$ cat config.mk
export PLATFORM = sky130hd
export DESIGN_NAME = bls_pipe_addsub_flat
export DESIGN_NICKNAME = d
export VERILOG_FILES = /design/src/rtl/bls_pipe_addsub_if.sv /design/src/rtl/bls_pipe_addsub.sv /design/src/flat_wrapper.sv
export SDC_FILE = /design/constraint.sdc
export NUM_CORES = 1
export LEC_CHECK = 0
export ABC_AREA = 1
export CELL_PAD_IN_SITES_DETAIL_PLACEMENT = 1
export CELL_PAD_IN_SITES_GLOBAL_PLACEMENT = 1
export CORE_ASPECT_RATIO = 0.7
export CORE_MARGIN = 3
export CORE_UTILIZATION = 40
export DETAILED_ROUTE_END_ITERATION = 12
export PLACE_DENSITY_LB_ADDON = 0.1
export SLEW_MARGIN = 10
export SYNTH_ARGS = -nofsm -noshare
export SYNTH_HDL_FRONTEND = slang
export SYNTH_SLANG_ARGS = --single-unit
$ cat constraint.sdc
create_clock -name clk -period 7.6 [get_ports clk]
set_input_delay 1.52 -clock clk [delete_from_list [all_inputs] [get_ports clk]]
set_output_delay 1.52 -clock clk [all_outputs]
set_load 0.02 [all_outputs]
$ cat src/rtl/bls_pipe_addsub_if.sv
`default_nettype none
// ============================================================================
// Module      : bls_pipe_addsub_if
// Description : Valid/ready operand and result stream bundle for bls_pipe_addsub.
//               The sat field exists only when BLS_SATURATE_EN is defined.
// Revision    : 1.0 - initial release
// ============================================================================
interface bls_pipe_addsub_if #(
  parameter int WIDTH = 16
);
  logic             in_valid;
  logic             in_ready;
  logic [WIDTH-1:0] a;
  logic [WIDTH-1:0] b;
  logic [1:0]       op;
`ifdef BLS_SATURATE_EN
  logic             sat;
`endif
  logic             out_valid;
  logic             out_ready;
  logic [WIDTH-1:0] result;
  logic             borrow;
  logic             ovf;
  logic             neg;
  logic             zero;

`ifdef BLS_SATURATE_EN
  modport master (
    output in_valid, a, b, op, sat, out_ready,
    input  in_ready, out_valid, result, borrow, ovf, neg, zero
  );
  modport slave (
    input  in_valid, a, b, op, sat, out_ready,
    output in_ready, out_valid, result, borrow, ovf, neg, zero
  );
`else
  modport master (
    output in_valid, a, b, op, out_ready,
    input  in_ready, out_valid, result, borrow, ovf, neg, zero
  );
  modport slave (
    input  in_valid, a, b, op, out_ready,
    output in_ready, out_valid, result, borrow, ovf, neg, zero
  );
`endif
endinterface
`default_nettype wire

$ cat src/rtl/bls_pipe_addsub.sv
`default_nettype none
// ============================================================================
// Module      : bls_pipe_addsub
// Description : 2-stage pipelined two-level lookahead add/subtract with flags
//               and valid/ready flow control. Optional macro: BLS_SATURATE_EN.
// Revision    : 1.0 - initial release
// ============================================================================
module bls_pipe_addsub #(
  parameter int WIDTH = 16,
  parameter int GROUP = 4
) (
  input  wire                    clk,
  input  wire                    rst,
  bls_pipe_addsub_if.slave       bus
);
  // WIDTH must be a multiple of GROUP and at least 4.
  localparam int NG = WIDTH / GROUP;

  logic             stall;

  // Stage 1 next-state
  logic [WIDTH-1:0] x, y, yv;
  logic [WIDTH-1:0] p_d, g_d;
  logic [NG-1:0]    gp_d, gg_d;
  logic             cin_d;
  logic             acc_p, acc_g;

  // Stage 1 registers
  logic             v1_q;
  logic [WIDTH-1:0] p_q, g_q;
  logic [NG-1:0]    gp_q, gg_q;
  logic             cin_q;
  logic [1:0]       op_q;
`ifdef BLS_SATURATE_EN
  logic             sat_q;
`endif

  // Stage 2 next-state
  logic [NG:0]      gc;
  logic [WIDTH:0]   carry;
  logic             c;
  logic [WIDTH-1:0] raw;
  logic             is_sub;
  logic [WIDTH-1:0] res_d;
  logic             borrow_d, ovf_d, neg_d, zero_d;

  // Stage 2 registers
  logic             v2_q;
  logic [WIDTH-1:0] result_q;
  logic             borrow_q, ovf_q, neg_q, zero_q;

  assign stall        = v2_q & ~bus.out_ready;
  assign bus.in_ready = ~stall;

  always_comb begin
    x     = (bus.op == 2'b10) ? bus.b : bus.a;
    y     = (bus.op == 2'b10) ? bus.a : bus.b;
    yv    = (bus.op == 2'b01 || bus.op == 2'b10) ? ~y : y;
    cin_d = (bus.op != 2'b00);
    p_d   = x ^ yv;
    g_d   = x & yv;
  end

  always_comb begin
    gp_d  = '0;
    gg_d  = '0;
    acc_p = 1'b0;
    acc_g = 1'b0;
    for (int k = 0; k < NG; k++) begin
      acc_p = 1'b1;
      acc_g = 1'b0;
      for (int j = 0; j < GROUP; j++) begin
        acc_g = g_d[k*GROUP+j] | (p_d[k*GROUP+j] & acc_g);
        acc_p = acc_p & p_d[k*GROUP+j];
      end
      gp_d[k] = acc_p;
      gg_d[k] = acc_g;
    end
  end

  // Second-level lookahead gives each group its carry-in; bits inside a group
  // then use only their own P/G terms.
  always_comb begin
    gc    = '0;
    gc[0] = cin_q;
    for (int k = 0; k < NG; k++) begin
      gc[k+1] = gg_q[k] | (gp_q[k] & gc[k]);
    end
    carry        = '0;
    carry[WIDTH] = gc[NG];
    c            = 1'b0;
    for (int k = 0; k < NG; k++) begin
      c = gc[k];
      for (int j = 0; j < GROUP; j++) begin
        carry[k*GROUP+j] = c;
        c = g_q[k*GROUP+j] | (p_q[k*GROUP+j] & c);
      end
    end
  end

  always_comb begin
    raw      = p_q ^ carry[WIDTH-1:0];
    is_sub   = (op_q == 2'b01) || (op_q == 2'b10);
    borrow_d = is_sub ? ~carry[WIDTH] : carry[WIDTH];
    ovf_d    = carry[WIDTH-1] ^ carry[WIDTH];
    res_d    = raw;
`ifdef BLS_SATURATE_EN
    if (sat_q && borrow_d) begin
      res_d = is_sub ? '0 : '1;
    end
`endif
    neg_d  = res_d[WIDTH-1];
    zero_d = (res_d == '0);
  end

  // A global stall freezes both stages together.
  always_ff @(posedge clk or posedge rst) begin
    if (rst) begin
      v1_q     <= 1'b0;
      p_q      <= '0;
      g_q      <= '0;
      gp_q     <= '0;
      gg_q     <= '0;
      cin_q    <= 1'b0;
      op_q     <= 2'b00;
`ifdef BLS_SATURATE_EN
      sat_q    <= 1'b0;
`endif
      v2_q     <= 1'b0;
      result_q <= '0;
      borrow_q <= 1'b0;
      ovf_q    <= 1'b0;
      neg_q    <= 1'b0;
      zero_q   <= 1'b0;
    end else if (!stall) begin
      v1_q <= bus.in_valid;
      if (bus.in_valid) begin
        p_q   <= p_d;
        g_q   <= g_d;
        gp_q  <= gp_d;
        gg_q  <= gg_d;
        cin_q <= cin_d;
        op_q  <= bus.op;
`ifdef BLS_SATURATE_EN
        sat_q <= bus.sat;
`endif
      end
      v2_q <= v1_q;
      if (v1_q) begin
        result_q <= res_d;
        borrow_q <= borrow_d;
        ovf_q    <= ovf_d;
        neg_q    <= neg_d;
        zero_q   <= zero_d;
      end
    end
  end

  assign bus.out_valid = v2_q;
  assign bus.result    = result_q;
  assign bus.borrow    = borrow_q;
  assign bus.ovf       = ovf_q;
  assign bus.neg       = neg_q;
  assign bus.zero      = zero_q;

endmodule
`default_nettype wire

$ cat src/flat_wrapper.sv
// flat-port wrapper written by rule: the top's interface ports become plain ports
module bls_pipe_addsub_flat 
#(
  parameter int WIDTH = 16,
  parameter int GROUP = 4
)
  (clk, rst, bus_in_valid, bus_a, bus_b, bus_op, bus_out_ready, bus_in_ready, bus_out_valid, bus_result, bus_borrow, bus_ovf, bus_neg, bus_zero);
  bls_pipe_addsub_if #(.WIDTH(WIDTH)) bus_i ();
  input  wire clk;
  input  wire rst;
  input wire logic [$bits(bus_i.in_valid)-1:0] bus_in_valid;
  input wire logic [$bits(bus_i.a)-1:0] bus_a;
  input wire logic [$bits(bus_i.b)-1:0] bus_b;
  input wire logic [$bits(bus_i.op)-1:0] bus_op;
  input wire logic [$bits(bus_i.out_ready)-1:0] bus_out_ready;
  output wire logic [$bits(bus_i.in_ready)-1:0] bus_in_ready;
  output wire logic [$bits(bus_i.out_valid)-1:0] bus_out_valid;
  output wire logic [$bits(bus_i.result)-1:0] bus_result;
  output wire logic [$bits(bus_i.borrow)-1:0] bus_borrow;
  output wire logic [$bits(bus_i.ovf)-1:0] bus_ovf;
  output wire logic [$bits(bus_i.neg)-1:0] bus_neg;
  output wire logic [$bits(bus_i.zero)-1:0] bus_zero;
  assign bus_i.in_valid = bus_in_valid;
  assign bus_i.a = bus_a;
  assign bus_i.b = bus_b;
  assign bus_i.op = bus_op;
  assign bus_i.out_ready = bus_out_ready;
  assign bus_in_ready = bus_i.in_ready;
  assign bus_out_valid = bus_i.out_valid;
  assign bus_result = bus_i.result;
  assign bus_borrow = bus_i.borrow;
  assign bus_ovf = bus_i.ovf;
  assign bus_neg = bus_i.neg;
  assign bus_zero = bus_i.zero;
  bls_pipe_addsub #(.WIDTH(WIDTH), .GROUP(GROUP)) u_core (.clk(clk), .rst(rst), .bus(bus_i));
endmodule
# Word-level counts from Yosys, hierarchy flattened
# Index checks and enable logic that the tools add are counted.
# classes
eq_ne,4
magnitude_cmp,0
shift,0
div,0
muxes,4
n_mul,0
n_addsub,0
n_bitwise,77
reduce_logical,6
# op_table
op,n
$mux 16,3
$and 1x1->1,41
$xor 16x16->16,2
$or 1x1->1,28
$and 16x16->16,1
$logic_not 16->1,1
$not 16->16,1
$eq 2x1->1 const B,2
$eq 2x2->1 const B,2
$reduce_and 2->1,2
$not 1->1,3
$logic_or 1x1->1,2
$reduce_bool 2->1,1
$mux 1,1
$xor 1x1->1,1
# word_totals
mem_bits_ro,0
mem_count,0
wordCells,104
regBits,64
output_inout_bits,22
input_bits,38
ram_bits,0
latch_bits,0

# Depth between registers and ports, before layout
# logic_depth
ltp_word,14
ltp_mapped,16
ltp_nobuf,16

# Worst setup path before layout
# OpenSTA, ideal clock, no wires.
# synth_timing
path_kind,input -> output
from,input port bus_out_ready
to,output port bus_in_ready
slack_ns,4.343
path_stages,2
t_required_ns,6.080
n_path_buf,0
t_arrival_ns,1.737
cell_sequence,nor2_4 inv_4
# synth_between
elab_chain_len,3
# synth_lines
element,line_no,text
from (decl),flat_wrapper.sv:15,input wire logic [$bits(bus_i.out_ready)-1:0] bus_out_ready;
$not 1->1,bls_pipe_addsub.sv:52,assign stall = v2_q & ~bus.out_ready;
$and 1x1->1,bls_pipe_addsub.sv:52,
$not 1->1 (no source line),--,
to (decl),flat_wrapper.sv:16,output wire logic [$bits(bus_i.in_ready)-1:0] bus_in_ready;
# Every way passes these cells.

# Worst setup path in the final report
# Same ends and word-level chain as after synthesis.

==> run summary <==
Setup violations, final -> 0
Worst path max stage delay -> 600 ps
clock power share -> 32.8%
hold crit path type -> reg -> reg
top cell type by total area after synthesis -> dfrtp_1
cell area after synthesis -> 3568 um^2
DR vias -> 2898
worst skew pair latency -> 320 ps
Site Rows -> 28
ant diodes -> 0
Post-synth EDFFs -> 0
TritonCTS Buffers -> 9
RSZ-0062 raised after global routing -> false
FFs w/ async S/R, synth -> 100.0%
Crit. End Element -> primary output
total gr overflow -> 0
Die W -> 118.9 um
layout cells sized above 1 -> 9.073%
Logic pwr share -> 35.6%
Net Sw Frac -> 33.42%
first-pass GRT wire length -> 14720 um
CTS tree -> yes
critical path's most frequent cell -> clkdlybuf4s50_1
ANT nets after route -> 0
Startpoint Class -> input port
drt first pass iters -> 4
setup TNS -> 0 ps
Setup Buffers After CTS -> 0
max-slew violations -> 0
switching power -> 493.6 uW
IO Pins -> 60
most frequent cells after synthesis -> 136 x nand2_1, 60 x dfrtp_1, 45 x inv_1
Clock Pin Slew Worst Setup and Hold Paths -> 50 ps
Clock Skews -> 4.977 ps
Post-Syn Instances -> 440
max_slew headroom -> 37.54%
Internal Power -> 983.5 uW
Synth area leaders -> dfrtp_1 42%, nand2_1 14%, ha_1 11%
minimum hold slack -> 471.0 ps
Final Hold Fails -> 0
initial antenna violation count -> 0
Seq/Total Area, Yosys -> 42.08%
Seq. cell area -> 1501 um^2
count of cell types in the netlist -> 26
Period minus WS final -> 4275 ps
Syn Nets -> 508
Slew @ Worst Pin -> 936.9 ps
synth warn -> 0
Post-route DRC -> 0
Leak -> 2.272 nW
CORE AREA -> 8548 um^2
hold_buf cts -> 0
VDD IR max -> 0.1391 mV
buffers added on ports -> 59
Arrival @ worst endpoint -> 2750 ps
Max Clock Freq -> 0.2339 GHz
Nets -> 559
CTS Buffer Depth -> 2
Max Fanout on Critical Path -> 4
final period utilization -> 56.25%
wire per inst -> 13.73 um
CP Class -> in -> out
post-cts resize count -> 0
crit-path cells -> clkdlybuf4s50_1, nor2_4, inv_4, clkdlybuf4s50_1
die span in y -> 85.03 um
Routed WL -> 8456 um
status -> finished clean
Filler cells -> 1066
vias in the first global route -> 3048
area grow syn2layout -> 26.96%
register bit total from synthesis -> 60
dominant synthesized flop cell -> dfrtp_1
Detail Placement HPWL -> 6199 um
htree depth -> 3
routability congestion estimate -> 0.7377
clk sink count -> 60
Clock Tree Root -> clkbuf_16
via density per instance -> 4.705
Die Area -> 10110 um^2
maximum number of pins on one net before global-route repair -> 65
post-synth top area share -> 42.08%
Total Routing Usage GR -> 18.09%
sequential share of power -> 31.7%
crit path max-delay cell type -> clkdlybuf4s50_1
WP data required -> 6080 ps
total of max-cap violations -> 0
Cell Pwr Density -> 326.0 nW/um^2
Syn Area/Cell -> 8.110 um^2
R2R setup slack -> 4740 ps
multi-input combinational cell area -> 1737 um^2
Starting Density -> 41.74%
top-count cell post-synth -> nand2_1
1st-iter DRT viols -> 152
## area by class of cell
cell class	instances	area share, %
well taps	120	3.314
clock buffers	11	5.579
repair buffers	60	13.20
clock inverters	5	2.347
flip-flops and latches	60	33.14
multi-input cells	312	38.33
inverters	48	4.087
## kinds of logic after synthesis
logic type      after synthesis  synth area share [%]
xor+xnor                     20                 4.909
compound gates               70                 10.45
simple gates                192                 22.72
fa+ha+maj                    30                 10.52
flops                        60                 42.08
buf+inv                      68                 9.327
## power by group through the flow
| stage | Combinational, mW | Clock, mW | Sequential, mW |
|---|---|---|---|
| CTS | 0.534 | 0.492 | 0.470 |
| global route | 0.590 | 0.509 | 0.482 |
| global placement | 0.515 | 0 | 0.468 |
| floorplan | 0.270 | 0 | 0.524 |
| finish | 0.526 | 0.484 | 0.468 |
| detailed placement | 0.522 | 0 | 0.473 |
## metrics by stage
step	cell area, um^2	setup slack (ps)	utilization (%)	power (mW)	cells
after global routing	4531	3299	53.00	1.580	616
after floorplan	3568	4343	-	0.7939	440
after CTS	4531	3317	53.00	1.496	616
after global placement	4172	3326	48.80	0.9832	600
after detailed placement	4172	3309	48.80	0.9952	600
final	4531	3325	53.00	1.477	616
## sequential cells by signal, indices dropped and copies added, names as in the netlist
name	flops
u_core.op_q	2
u_core.bus.neg	1
u_core.bus.zero	1
u_core.bus.ovf	1
u_core.g_q	12
u_core.v1_q	1
u_core.bus.borrow	1
u_core.gp_q	4
u_core.bus.out_valid	1
u_core.bus.result	15
u_core.gg_q	4
u_core.cin_q	1
u_core.p_q	16
## critical path: cells and delay by family
family | cells | cell delay [ps]
buffers and inverters | 3 | 1170
and+or+nand+nor | 1 | 70
## cells in the final DEF, fill, tap and decap left out, types with 2 or more instances in the layout
master,n
or2_2,8
nand4_1,3
xor2_1,15
clkbuf_8,2
clkbuf_16,9
o21ai_2,3
o21ai_1,9
bufinv_16,3
nor2_4,2
inv_1,44
xnor2_1,5
ha_1,29
nor2_1,19
clkdlybuf4s50_1,59
dfrtp_1,60
a21oi_1,18
o21ai_0,39
nand2_1,136
nand2_2,8
inv_2,2
nand3_1,13
inv_4,2
## final timing paths
check / depth (start not counted) / start / end
hold / removal: 2 / u_core.bus.result[14] / u_core.bus.result[14]
setup reg to reg: 16 / u_core.cin_q / u_core.bus.zero
max in group asynchronous: 3 / rst / u_core.gg_q[1]
hold reg to reg: 2 / u_core.bus.result[14] / u_core.bus.result[14]
setup / recovery: 4 / bus_out_ready / bus_in_ready
min in group asynchronous: 3 / rst / u_core.bus.out_valid
## metal layers
| metal | track usage [%] | up-vias | share of wire [%] |
|---|---|---|---|
| li1 | - | 1488 | - |
| met1 | 26.15 | 1338 | 53 |
| met2 | 27.37 | 62 | 41 |
| met3 | 3.997 | 10 | 4.2 |
| met4 | 5.258 | 0 | 1.2 |
| met5 | 0 | - | 0 |
(Power assumes the default switching activity.)
